File: src/rtl/hazard_controller_pkg.sv
// Shared types and default sizing for the pipeline hazard controller.
package hazard_pkg;

  typedef enum logic [1:0] {
    ST_RUN      = 2'd0,
    ST_MEM_WAIT = 2'd1,
    ST_ERROR    = 2'd2
  } state_t;

  localparam int DEF_MEM_TIMEOUT = 16;
  localparam int DEF_CNT_W       = 16;

  // Wait counter must hold MEM_TIMEOUT-1; never narrower than one bit.
  function automatic int wait_width(input int timeout);
    return (timeout > 2) ? $clog2(timeout) : 1;
  endfunction

endpackage

File: src/rtl/hazard_controller_if.sv
// Pipeline-side hazard signals: decode/EX/MEM status in, register enables,
// flushes and status out.
interface hazard_controller_if
  import hazard_pkg::*;
#(
  parameter int CNT_W = DEF_CNT_W
);

  logic [4:0]       ars1_if_id;
  logic [4:0]       ars2_if_id;
  logic [4:0]       ard_id_ex;
  logic             memread_id_ex;
  logic             branch_taken_ex;
  logic             dmem_req_ex_mem;
  logic             dmem_ready;

  logic             pc_write;
  logic             if_id_write;
  logic             id_ex_write;
  logic             ex_mem_write;
  logic             mem_wb_write;
  logic             if_id_flush;
  logic             id_ex_flush;
  logic             bus_error;
  logic [CNT_W-1:0] stall_count;
  logic [CNT_W-1:0] flush_count;

  modport master (
    output ars1_if_id, ars2_if_id, ard_id_ex, memread_id_ex,
           branch_taken_ex, dmem_req_ex_mem, dmem_ready,
    input  pc_write, if_id_write, id_ex_write, ex_mem_write, mem_wb_write,
           if_id_flush, id_ex_flush, bus_error, stall_count, flush_count
  );

  modport slave (
    input  ars1_if_id, ars2_if_id, ard_id_ex, memread_id_ex,
           branch_taken_ex, dmem_req_ex_mem, dmem_ready,
    output pc_write, if_id_write, id_ex_write, ex_mem_write, mem_wb_write,
           if_id_flush, id_ex_flush, bus_error, stall_count, flush_count
  );

endinterface

File: src/rtl/hazard_controller_sat_counter.sv
// Saturating up-counter: holds at all-ones instead of wrapping.
module sat_counter #(
  parameter int W = 16
) (
  input  logic         clk,
  input  logic         rst_n,
  input  logic         inc,
  output logic [W-1:0] count
);

  always_ff @(posedge clk or negedge rst_n) begin
    if (!rst_n) begin
      count <= '0;
    end else if (inc && (count != {W{1'b1}})) begin
      count <= count + 1'b1;
    end
  end

endmodule

File: src/rtl/hazard_controller.sv
// Pipeline hazard controller: memory-wait stalls with timeout, taken-branch
// flushes, load-use bubbles, and saturating stall/flush performance counters.
module hazard_controller
  import hazard_pkg::*;
#(
  parameter int MEM_TIMEOUT = DEF_MEM_TIMEOUT,
  parameter int CNT_W       = DEF_CNT_W
) (
  input logic                clk,
  input logic                rst_n,
  hazard_controller_if.slave hz
);

  localparam int WAIT_W = wait_width(MEM_TIMEOUT);
  localparam logic [WAIT_W-1:0] WAIT_LAST = WAIT_W'(MEM_TIMEOUT - 1);

  state_t            state_q;
  state_t            state_d;
  logic [WAIT_W-1:0] wait_cnt_q;
  logic              bus_error_q;

  logic mem_stall;
  logic load_use;
  logic pc_we;
  logic if_id_we;
  logic id_ex_we;
  logic ex_mem_we;
  logic mem_wb_we;
  logic if_id_fl;
  logic id_ex_fl;

  logic [CNT_W-1:0] stall_cnt;
  logic [CNT_W-1:0] flush_cnt;

  assign load_use = hz.memread_id_ex && (hz.ard_id_ex != 5'd0) &&
                    ((hz.ard_id_ex == hz.ars1_if_id) ||
                     (hz.ard_id_ex == hz.ars2_if_id));

  always_ff @(posedge clk or negedge rst_n) begin
    if (!rst_n) begin
      state_q     <= ST_RUN;
      wait_cnt_q  <= '0;
      bus_error_q <= 1'b0;
    end else begin
      state_q <= state_d;
      // Counter only advances while waiting, so it is already zero on entry.
      if (state_q == ST_MEM_WAIT) begin
        wait_cnt_q <= wait_cnt_q + 1'b1;
      end else begin
        wait_cnt_q <= '0;
      end
      if ((state_q == ST_MEM_WAIT) && (state_d == ST_ERROR)) begin
        bus_error_q <= 1'b1;
      end
    end
  end

  always_comb begin
    state_d   = state_q;
    mem_stall = 1'b0;
    case (state_q)
      ST_RUN: begin
        if (hz.dmem_req_ex_mem && !hz.dmem_ready) begin
          state_d   = ST_MEM_WAIT;
          mem_stall = 1'b1;
        end
      end
      ST_MEM_WAIT: begin
        if (hz.dmem_ready) begin
          state_d = ST_RUN;
        end else begin
          mem_stall = 1'b1;
          if (wait_cnt_q == WAIT_LAST) begin
            state_d = ST_ERROR;
          end
        end
      end
      ST_ERROR: begin
        mem_stall = 1'b1;
      end
      default: begin
        state_d   = ST_RUN;
        mem_stall = 1'b1;
      end
    endcase
  end

  // Priority: reset, memory stall, branch flush, load-use bubble.
  always_comb begin
    pc_we     = 1'b1;
    if_id_we  = 1'b1;
    id_ex_we  = 1'b1;
    ex_mem_we = 1'b1;
    mem_wb_we = 1'b1;
    if_id_fl  = 1'b0;
    id_ex_fl  = 1'b0;
    if (!rst_n || mem_stall) begin
      pc_we     = 1'b0;
      if_id_we  = 1'b0;
      id_ex_we  = 1'b0;
      ex_mem_we = 1'b0;
      mem_wb_we = 1'b0;
    end else if (hz.branch_taken_ex) begin
      if_id_fl = 1'b1;
      id_ex_fl = 1'b1;
    end else if (load_use) begin
      pc_we    = 1'b0;
      if_id_we = 1'b0;
      id_ex_fl = 1'b1;
    end
  end

  sat_counter #(.W(CNT_W)) u_stall_cnt (
    .clk   (clk),
    .rst_n (rst_n),
    .inc   (!pc_we),
    .count (stall_cnt)
  );

  sat_counter #(.W(CNT_W)) u_flush_cnt (
    .clk   (clk),
    .rst_n (rst_n),
    .inc   (if_id_fl),
    .count (flush_cnt)
  );

  assign hz.pc_write     = pc_we;
  assign hz.if_id_write  = if_id_we;
  assign hz.id_ex_write  = id_ex_we;
  assign hz.ex_mem_write = ex_mem_we;
  assign hz.mem_wb_write = mem_wb_we;
  assign hz.if_id_flush  = if_id_fl;
  assign hz.id_ex_flush  = id_ex_fl;
  assign hz.bus_error    = bus_error_q;
  assign hz.stall_count  = stall_cnt;
  assign hz.flush_count  = flush_cnt;

endmodule

File: src/flat_wrapper.sv
// flat-port wrapper written by rule: the top's interface ports become plain ports
module hazard_controller_flat import hazard_pkg::*;
#(
  parameter int MEM_TIMEOUT = DEF_MEM_TIMEOUT,
  parameter int CNT_W       = DEF_CNT_W
)
  (clk, rst_n, hz_ars1_if_id, hz_ars2_if_id, hz_ard_id_ex, hz_memread_id_ex, hz_branch_taken_ex, hz_dmem_req_ex_mem, hz_dmem_ready, hz_pc_write, hz_if_id_write, hz_id_ex_write, hz_ex_mem_write, hz_mem_wb_write, hz_if_id_flush, hz_id_ex_flush, hz_bus_error, hz_stall_count, hz_flush_count);
  hazard_controller_if #(.CNT_W(CNT_W)) hz_i ();
  input logic clk;
  input logic rst_n;
  input wire logic [$bits(hz_i.ars1_if_id)-1:0] hz_ars1_if_id;
  input wire logic [$bits(hz_i.ars2_if_id)-1:0] hz_ars2_if_id;
  input wire logic [$bits(hz_i.ard_id_ex)-1:0] hz_ard_id_ex;
  input wire logic [$bits(hz_i.memread_id_ex)-1:0] hz_memread_id_ex;
  input wire logic [$bits(hz_i.branch_taken_ex)-1:0] hz_branch_taken_ex;
  input wire logic [$bits(hz_i.dmem_req_ex_mem)-1:0] hz_dmem_req_ex_mem;
  input wire logic [$bits(hz_i.dmem_ready)-1:0] hz_dmem_ready;
  output wire logic [$bits(hz_i.pc_write)-1:0] hz_pc_write;
  output wire logic [$bits(hz_i.if_id_write)-1:0] hz_if_id_write;
  output wire logic [$bits(hz_i.id_ex_write)-1:0] hz_id_ex_write;
  output wire logic [$bits(hz_i.ex_mem_write)-1:0] hz_ex_mem_write;
  output wire logic [$bits(hz_i.mem_wb_write)-1:0] hz_mem_wb_write;
  output wire logic [$bits(hz_i.if_id_flush)-1:0] hz_if_id_flush;
  output wire logic [$bits(hz_i.id_ex_flush)-1:0] hz_id_ex_flush;
  output wire logic [$bits(hz_i.bus_error)-1:0] hz_bus_error;
  output wire logic [$bits(hz_i.stall_count)-1:0] hz_stall_count;
  output wire logic [$bits(hz_i.flush_count)-1:0] hz_flush_count;
  assign hz_i.ars1_if_id = hz_ars1_if_id;
  assign hz_i.ars2_if_id = hz_ars2_if_id;
  assign hz_i.ard_id_ex = hz_ard_id_ex;
  assign hz_i.memread_id_ex = hz_memread_id_ex;
  assign hz_i.branch_taken_ex = hz_branch_taken_ex;
  assign hz_i.dmem_req_ex_mem = hz_dmem_req_ex_mem;
  assign hz_i.dmem_ready = hz_dmem_ready;
  assign hz_pc_write = hz_i.pc_write;
  assign hz_if_id_write = hz_i.if_id_write;
  assign hz_id_ex_write = hz_i.id_ex_write;
  assign hz_ex_mem_write = hz_i.ex_mem_write;
  assign hz_mem_wb_write = hz_i.mem_wb_write;
  assign hz_if_id_flush = hz_i.if_id_flush;
  assign hz_id_ex_flush = hz_i.id_ex_flush;
  assign hz_bus_error = hz_i.bus_error;
  assign hz_stall_count = hz_i.stall_count;
  assign hz_flush_count = hz_i.flush_count;
  hazard_controller #(.MEM_TIMEOUT(MEM_TIMEOUT), .CNT_W(CNT_W)) u_core (.clk(clk), .rst_n(rst_n), .hz(hz_i));
endmodule
File: config.mk
export PLATFORM = sky130hd
export DESIGN_NAME = hazard_controller_flat
export DESIGN_NICKNAME = d
export VERILOG_FILES = /design/src/rtl/hazard_controller_pkg.sv /design/src/rtl/hazard_controller_if.sv /design/src/rtl/hazard_controller_sat_counter.sv /design/src/rtl/hazard_controller.sv /design/src/flat_wrapper.sv
export SDC_FILE = /design/constraint.sdc
export NUM_CORES = 1
export LEC_CHECK = 0
export CORE_MARGIN = 5
export CORE_UTILIZATION = 47
export DETAILED_ROUTE_END_ITERATION = 10
export GPL_TIMING_DRIVEN = 0
export MAX_ROUTING_LAYER = met4
export PLACE_DENSITY = 0.91
export SYNTH_ARGS = -nofsm -noshare
export SYNTH_HDL_FRONTEND = slang
export SYNTH_SLANG_ARGS = --single-unit
File: constraint.sdc
create_clock -name clk -period 2.3 [get_ports clk]
set_input_delay 0.46 -clock clk [delete_from_list [all_inputs] [get_ports clk]]
set_output_delay 0.46 -clock clk [all_outputs]
set_load 0.01 [all_outputs]
==> metrics.md, run 1 <==
| Metric | Value |
|---|---|
| Most used DFF post-synth | `dfrtp_1` |
| Post-synthesis sequential area ratio | `47.88%` |
| Final number of hold-violating endpoints | `0` |
| Multi-input gate area | `1050 um^2` |
| Top cell types by occurrence after synthesis | `dfrtp_1 (39), xnor2_1 (23), nand2_1 (20)` |
| Initial detailed-routing violation count | `105` |
| Max clock buf depth | `2` |
| Layout cell share with drive strength beyond 1 | `18.05%` |
| Power Dens Cells | `693.2 nW/um^2` |
| Clock Latency Late Sink | `0.28 ns` |
| Worst ir drop on vdd | `0.3537 mV` |
| GRT Residual Overflow | `0` |
| Post-synth cell types | `37` |
| Finished Cell Area | `2818 um^2` |
| Slew Limit Fails | `0` |
| CP Max Fanout | `7` |
| Die span in x | `75.85 um` |
| Mean area per synthesized cell | `10.56 um^2` |
| DIE AREA | `5753 um^2` |
| Worst hold margin | `0.06784 ns` |
| Crit. End Element | `primary output` |
| Count leader, synth | `dfrtp_1` |
| # fillers | `355` |
| Crit path max-delay family | `buffers and inverters` |
| EDFF count, synth | `0` |
| Startpoint types | `input port` |
| Clock skew | `0.005020 ns` |
| Num CTS Buffers | `5` |
| Rows | `24` |
| YS warnings | `0` |
| Final nets | `289` |
| CP arrival | `1.80 ns` |
| CP Data Required Time | `1.84 ns` |
| Slew margin rel. | `69.88%` |
| Wire length of the first global-routing pass | `7590 um` |
| Status | `finished clean` |
| Largest stage delay, worst path | `0.55 ns` |
| Post-synth ARST share | `100.0%` |
| Core area | `4294 um^2` |
| DRT Pass-1 Iters | `4` |
| Mapped cell area | `2038 um^2` |
| F_max | `441.9 MHz` |
| Largest net degree at the start of global routing | `41` |
| Number of synthesized register bits | `39` |
| Cells after Synth | `193` |
| Initial antenna violation count | `0` |
| Most used cell, CP | `clkdlybuf4s50_1` |
| Number of buffers and inverters on the critical path | `2` |
| Vias | `1621` |
| Die Y | `75.85 um` |
| Yosys top cell area share | `47.88%` |
| Root buf cell | `clkbuf_8` |
| Worst setup path class | `in2out` |
| Synth top area cells | `dfrtp_1 (48%), xnor2_1 (9.9%), xor2_1 (7.3%)` |
| RSZ-0062 raised after global routing | `no` |
| Switching Power | `0.6034 mW` |
| Antenna viol nets, final | `0` |
| CTS tree | `done` |
| DRT Wirelength | `4451 um` |
| HPWL Detailed | `3289 um` |
| Dpl cell area | `2699 um^2` |
| P_leak | `1.254 nW` |
| Pint | `1.350 mW` |
| FF-to-FF Start | `u_core.u_stall_cnt.count[0]` |
| Clock Sinks | `39` |
| FF+latch area | `975.9 um^2` |
| Htree depth | `2` |
| Slew @ Worst Pin | `0.4483 ns` |
| DR WL/cell | `14.00 um` |
| DR DRC count | `0` |
| Mapped Nets | `217` |
| Worst path cell trace | `clkdlybuf4s50_1 -> nor2_2 -> o211a_4 -> clkdlybuf4s50_1` |
| Starting density of the core | `47.47%` |
| Port Buffers | `60` |
| Synthesis-to-finish area growth | `38.24%` |
| Worst-path clk slew | `0.07 ns` |
| Final TNS setup | `0 ns` |
| Drt via density | `5.097` |
| # diodes | `0` |
| Max Cap Viol | `0` |
| Vias in the first global route | `1661` |
| Tot GR Track Use | `17.76%` |
| Ports | `61` |
| Final period utilization | `98.38%` |
| Hold WC Path Type | `in2async` |
| Switching share of power | `30.89%` |
| Sequential power share | `47.6%` |
| Hold-fix buffers at CTS | `0` |
| Leading area contributor after synthesis | `dfrtp_1` |
| Overall power | `1.953 mW` |
| Worst setup path startpoint | `hz_dmem_req_ex_mem` |
| CP max-delay cell | `clkdlybuf4s50_1` |
| Setup Viol. Count Final | `0` |
| Min Tclk post-route | `2.263 ns` |
| Logic pwr share | `30.1%` |
| Clk pwr share | `22.3%` |
| Final GP Congestion | `0.8241` |
## what timing repair did
| action | 4_1_cts | 5_1_grt |
|---|---|---|
| pin swaps | 9 | 9 |
| gates resized for setup | 50 | 16 |
| setup endpoints to repair | 11 | 2 |
| buffers inserted | 5 | 0 |
## layout make-up
cell class	instances	share of cell area [%]
multi-input combinational	146	37.26
sequential	39	34.64
timing repair buffer	65	20.91
clock buffer	7	2.709
tap	52	2.309
buffer	5	1.599
inverter	3	0.3996
clock inverter	1	0.1776
## kinds of logic (layout without fill, tap and decap cells)
family	after synthesis	count (layout)	share of synthesized area, %
compound gates	9	9	5.403
xor+xnor	40	40	17.19
fa+ha+maj	3	3	1.842
buf+inv	8	81	2.762
flops	39	39	47.88
mux	3	3	1.657
simple gates	91	91	23.27
## registers in the layout (all words and copies together) (netlist names)
register                  cells
u_core.u_stall_cnt.count     16
u_core.wait_cnt_q             4
u_core.hz.bus_error           1
u_core.u_flush_cnt.count     16
u_core.state_q                2
## final timing paths
path                                               endpoint  slack, ns  cells after the start
max in group asynchronous       u_core.u_stall_cnt.count[5]       1.94                      1
worst max register to register  u_core.u_stall_cnt.count[1]       0.21                      6
worst min-delay path                      u_core.state_q[0]       0.07                      1
worst min register to register            u_core.state_q[0]       0.45                      1
worst max-delay path                        hz_ex_mem_write       0.04                      4
min in group clk                          u_core.state_q[0]       0.45                      1
## per-layer routing
metal	part of all wire [%]	up-vias	GRT usage (%)
li1	-	802	-
met2	50	47	28.52
met1	43	763	22.47
met4	1.7	0	4.272
met3	5.1	9	4.485
met5	0	-	-
## power groups by stage
stage	sequential (mW)	combinational [mW]	clock, mW
global placement	0.937	0.578	0
finish	0.929	0.588	0.436
global route	0.953	0.640	0.484
detailed placement	0.940	0.587	0
floorplan	0.968	0.231	0
CTS	0.927	0.595	0.453
## per-stage QoR
step,setup slack (ns),util [%],cells
5_1_grt,0.004171,65.62,318
3_5_place_dp,-0.9220,62.85,305
2_1_floorplan,0.1835,-,193
3_3_place_gp,-1.815,62.97,305
4_1_cts,-0.01972,65.73,318
6_report,0.03728,65.62,318
## placed cells by master (no fill, tap or decap), types with 2 or more instances in the layout
cell,count
and3_1,8
buf_2,4
buf_4,8
buf_6,5
clkbuf_1,2
clkbuf_2,5
clkbuf_8,5
clkdlybuf4s15_1,4
clkdlybuf4s50_1,38
dfrtp_1,39
dlygate4sd2_1,6
ha_1,3
inv_1,2
mux2_1,3
nand2_1,20
nand3_1,17
nand4_1,10
nor2_1,17
nor2_2,3
nor3_1,2
nor3_2,2
xnor2_1,23
xor2_1,14
xor2_2,3
(Power assumes the default switching activity.)
==> run 2, diff against run 1 <==
CELL_PAD_IN_SITES_DETAIL_PLACEMENT = 0   (was default)
CELL_PAD_IN_SITES_GLOBAL_PLACEMENT = 1   (was default)
CORE_UTILIZATION = 36   (was 47)
==> run 2 against run 1 <==
Effect of this change: highest routed layer unchanged; hold slack better by 0.060 ns; utilization down 13 points; clock skew up 0.0046 ns; critical path depth up 3; sequential power about the same; setup slack better by 0.020 ns; critical path type unchanged; sequential cell count unchanged.
==> metrics.md, run 2 (synthesis results as in run 1) <==
| Metric | Value |
|---|---|
| Status | `finished clean` |
| RSZ-0062 raised after global routing | `yes` |
| Worst reg2reg path endpoint | `u_core.u_stall_cnt.count[1]` |
| Commonest non-fill, non-tap cell in the layout | `dfrtp_1` |
| FF-to-FF setup slack | `0.18 ns` |
| DR DRC count | `0` |
| Hold-fix buffers at CTS | `0` |
| Final period utilization | `97.49%` |
| CP arrival | `1.78 ns` |
| DIE AREA | `7267 um^2` |
| Core area | `5507 um^2` |
| Synthesis-to-finish area growth | `41.56%` |
| Max clock buf depth | `2` |
| Clock Sinks | `39` |
| DRT Wirelength | `4477 um` |
| HPWL Detailed | `3288 um` |
| Die Y | `85.25 um` |
| Rows | `27` |
| Initial detailed-routing violation count | `48` |
| GRT Residual Overflow | `0` |
| Worst-path clk slew | `0.08 ns` |
| Vias | `1628` |
| Htree depth | `2` |
| P_leak | `1.325 nW` |
| Power Dens Cells | `734.7 nW/um^2` |
| Starting density of the core | `37.01%` |
| Startpoint types | `input port` |
| Worst path cell trace | `buf_2 -> or4_4 -> o21ai_4 -> buf_6 -> nor2_1 -> o21a_1 -> buf_2` |
| CTS tree | `done` |
| Largest net degree at the start of global routing | `41` |
| CP max-delay cell | `or4_4` |
| Vias in the first global route | `1605` |
| Largest stage delay, worst path | `0.55 ns` |
| Ports | `61` |
| Layout cell share with drive strength beyond 1 | `18.05%` |
| DR WL/cell | `13.25 um` |
| Final GP Congestion | `0.7841` |
| Placement Setup Slack | `-0.9335 ns` |
| Num CTS Buffers | `5` |
| Initial antenna violation count | `0` |
| Final number of hold-violating endpoints | `0` |
| Crit. End Element | `primary output` |
| Root buf cell | `clkbuf_8` |
| Worst ir drop on vdd | `0.4110 mV` |
| Port Buffers | `60` |
| Slew margin rel. | `69.80%` |
| Max Cap Viol | `0` |
| FF-to-FF Start | `u_core.u_stall_cnt.count[0]` |
| Worst setup path startpoint | `hz_ard_id_ex[4]` |
| Clock Latency Late Sink | `0.30 ns` |
| Drt via density | `4.817` |
| Final nets | `289` |
| F_max | `446.0 MHz` |
| Slew Limit Fails | `0` |
| Clock skew | `0.009662 ns` |
| Slew @ Worst Pin | `0.4495 ns` |
| DRT Pass-1 Iters | `4` |
| CP Max Fanout | `3` |
| # fillers | `495` |
| Post-route worst setup slack | `0.05772 ns` |
| Tot GR Track Use | `13.42%` |
| Setup Viol. Count Final | `0` |
| CP Data Required Time | `1.84 ns` |
| Hold WC Path Type | `in2async` |
| Min Tclk post-route | `2.242 ns` |
| Most used cell, CP | `buf_2` |
| Final design utilization | `52.40%` |
| # diodes | `0` |
| Worst setup path class | `in2out` |
| Antenna viol nets, final | `0` |
| Wire length of the first global-routing pass | `7583 um` |
| Most frequent cells in the layout | `dfrtp_1 (39), clkdlybuf4s50_1 (37), xnor2_1 (23)` |
| Top flop regs | `u_core.u_flush_cnt.count (16), u_core.u_stall_cnt.count (16), u_core.wait_cnt_q (4)` |
| Reg2reg path depth | `6` |
| Die span in x | `85.25 um` |
| Worst hold margin | `0.1274 ns` |
-- run 2: changes by cell type in the layout (fill, tap and decap cells not counted) --
cell,previous run,this run
xor2_2,3,1
xor2_1,14,16
dlymetal6s2s_1,0,6
buf_4,8,6
clkbuf_1,2,0
buf_2,4,6
buf_6,5,4
dlygate4sd2_1,6,4
clkbuf_8,5,6
clkdlybuf4s50_1,38,37
bufinv_16,0,1
clkdlybuf4s15_1,4,1
buf_12,0,1
-- run 2: timing repair --
action                                  CTS  global route
buffers inserted                          4             0
endpoints found under the setup margin    6             4
gates resized for setup                  39            20
pin swaps                                 7            11
-- run 2: worst max-delay path: cells and delay by family --
kind / cells / cell delay, ns
buf+inv: 3 / 0.37
simple gates: 2 / 0.58
compound gates: 2 / 0.37
-- run 2: stage by stage --
| step | instances | total power, mW | TNS, ns | cell area, um^2 |
|---|---|---|---|---|
| 2_1_floorplan | 193 | 1.199 | 0 | 2038 |
| 3_3_place_gp | 325 | 1.524 | -56.55 | 2729 |
| 3_5_place_dp | 326 | 1.549 | -5.092 | 2744 |
| 4_1_cts | 338 | 2.159 | -0.08066 | 2887 |
| 5_1_grt | 338 | 2.256 | -0.01146 | 2885 |
| 6_report | 338 | 2.120 | 0 | 2885 |
-- run 2: worst max path at each step --
stage                endpoint  slack (ns)
3_5_place_dp      hz_pc_write       -0.93
2_1_floorplan     hz_pc_write        0.18
3_3_place_gp      hz_pc_write       -1.87
5_1_grt           hz_pc_write       -0.01
6_report       hz_id_ex_flush        0.06
4_1_cts           hz_pc_write       -0.08
-- run 2: final cells by class --
class	count	area (um^2)	area share (%)
tap	72	90.09	3.122
clock inverter	2	35.03	1.214
multi-input combinational	146	1035	35.86
buffer	5	45.04	1.561
sequential	39	975.9	33.82
inverter	3	11.26	0.3903
clock buffer	6	82.58	2.862
timing repair buffer	65	610.6	21.16
-- run 2: layer usage --
metal  vias to the layer above  part of all wire (%)  global-route usage [%]
met2                        34                    51                   21.82
met5                         -                     0                       -
met4                         0                   1.2                   3.885
met1                       785                    43                   16.46
met3                         7                   4.3                   3.398
li1                        802                     -                       -
-- run 2: where the power goes --
part	switching (mW)	total [mW]	leakage, nW	internal [mW]
Clock	0.242	0.593	0.0612	0.351
Combinational	0.251	0.596	0.742	0.345
Sequential	0.139	0.932	0.522	0.793
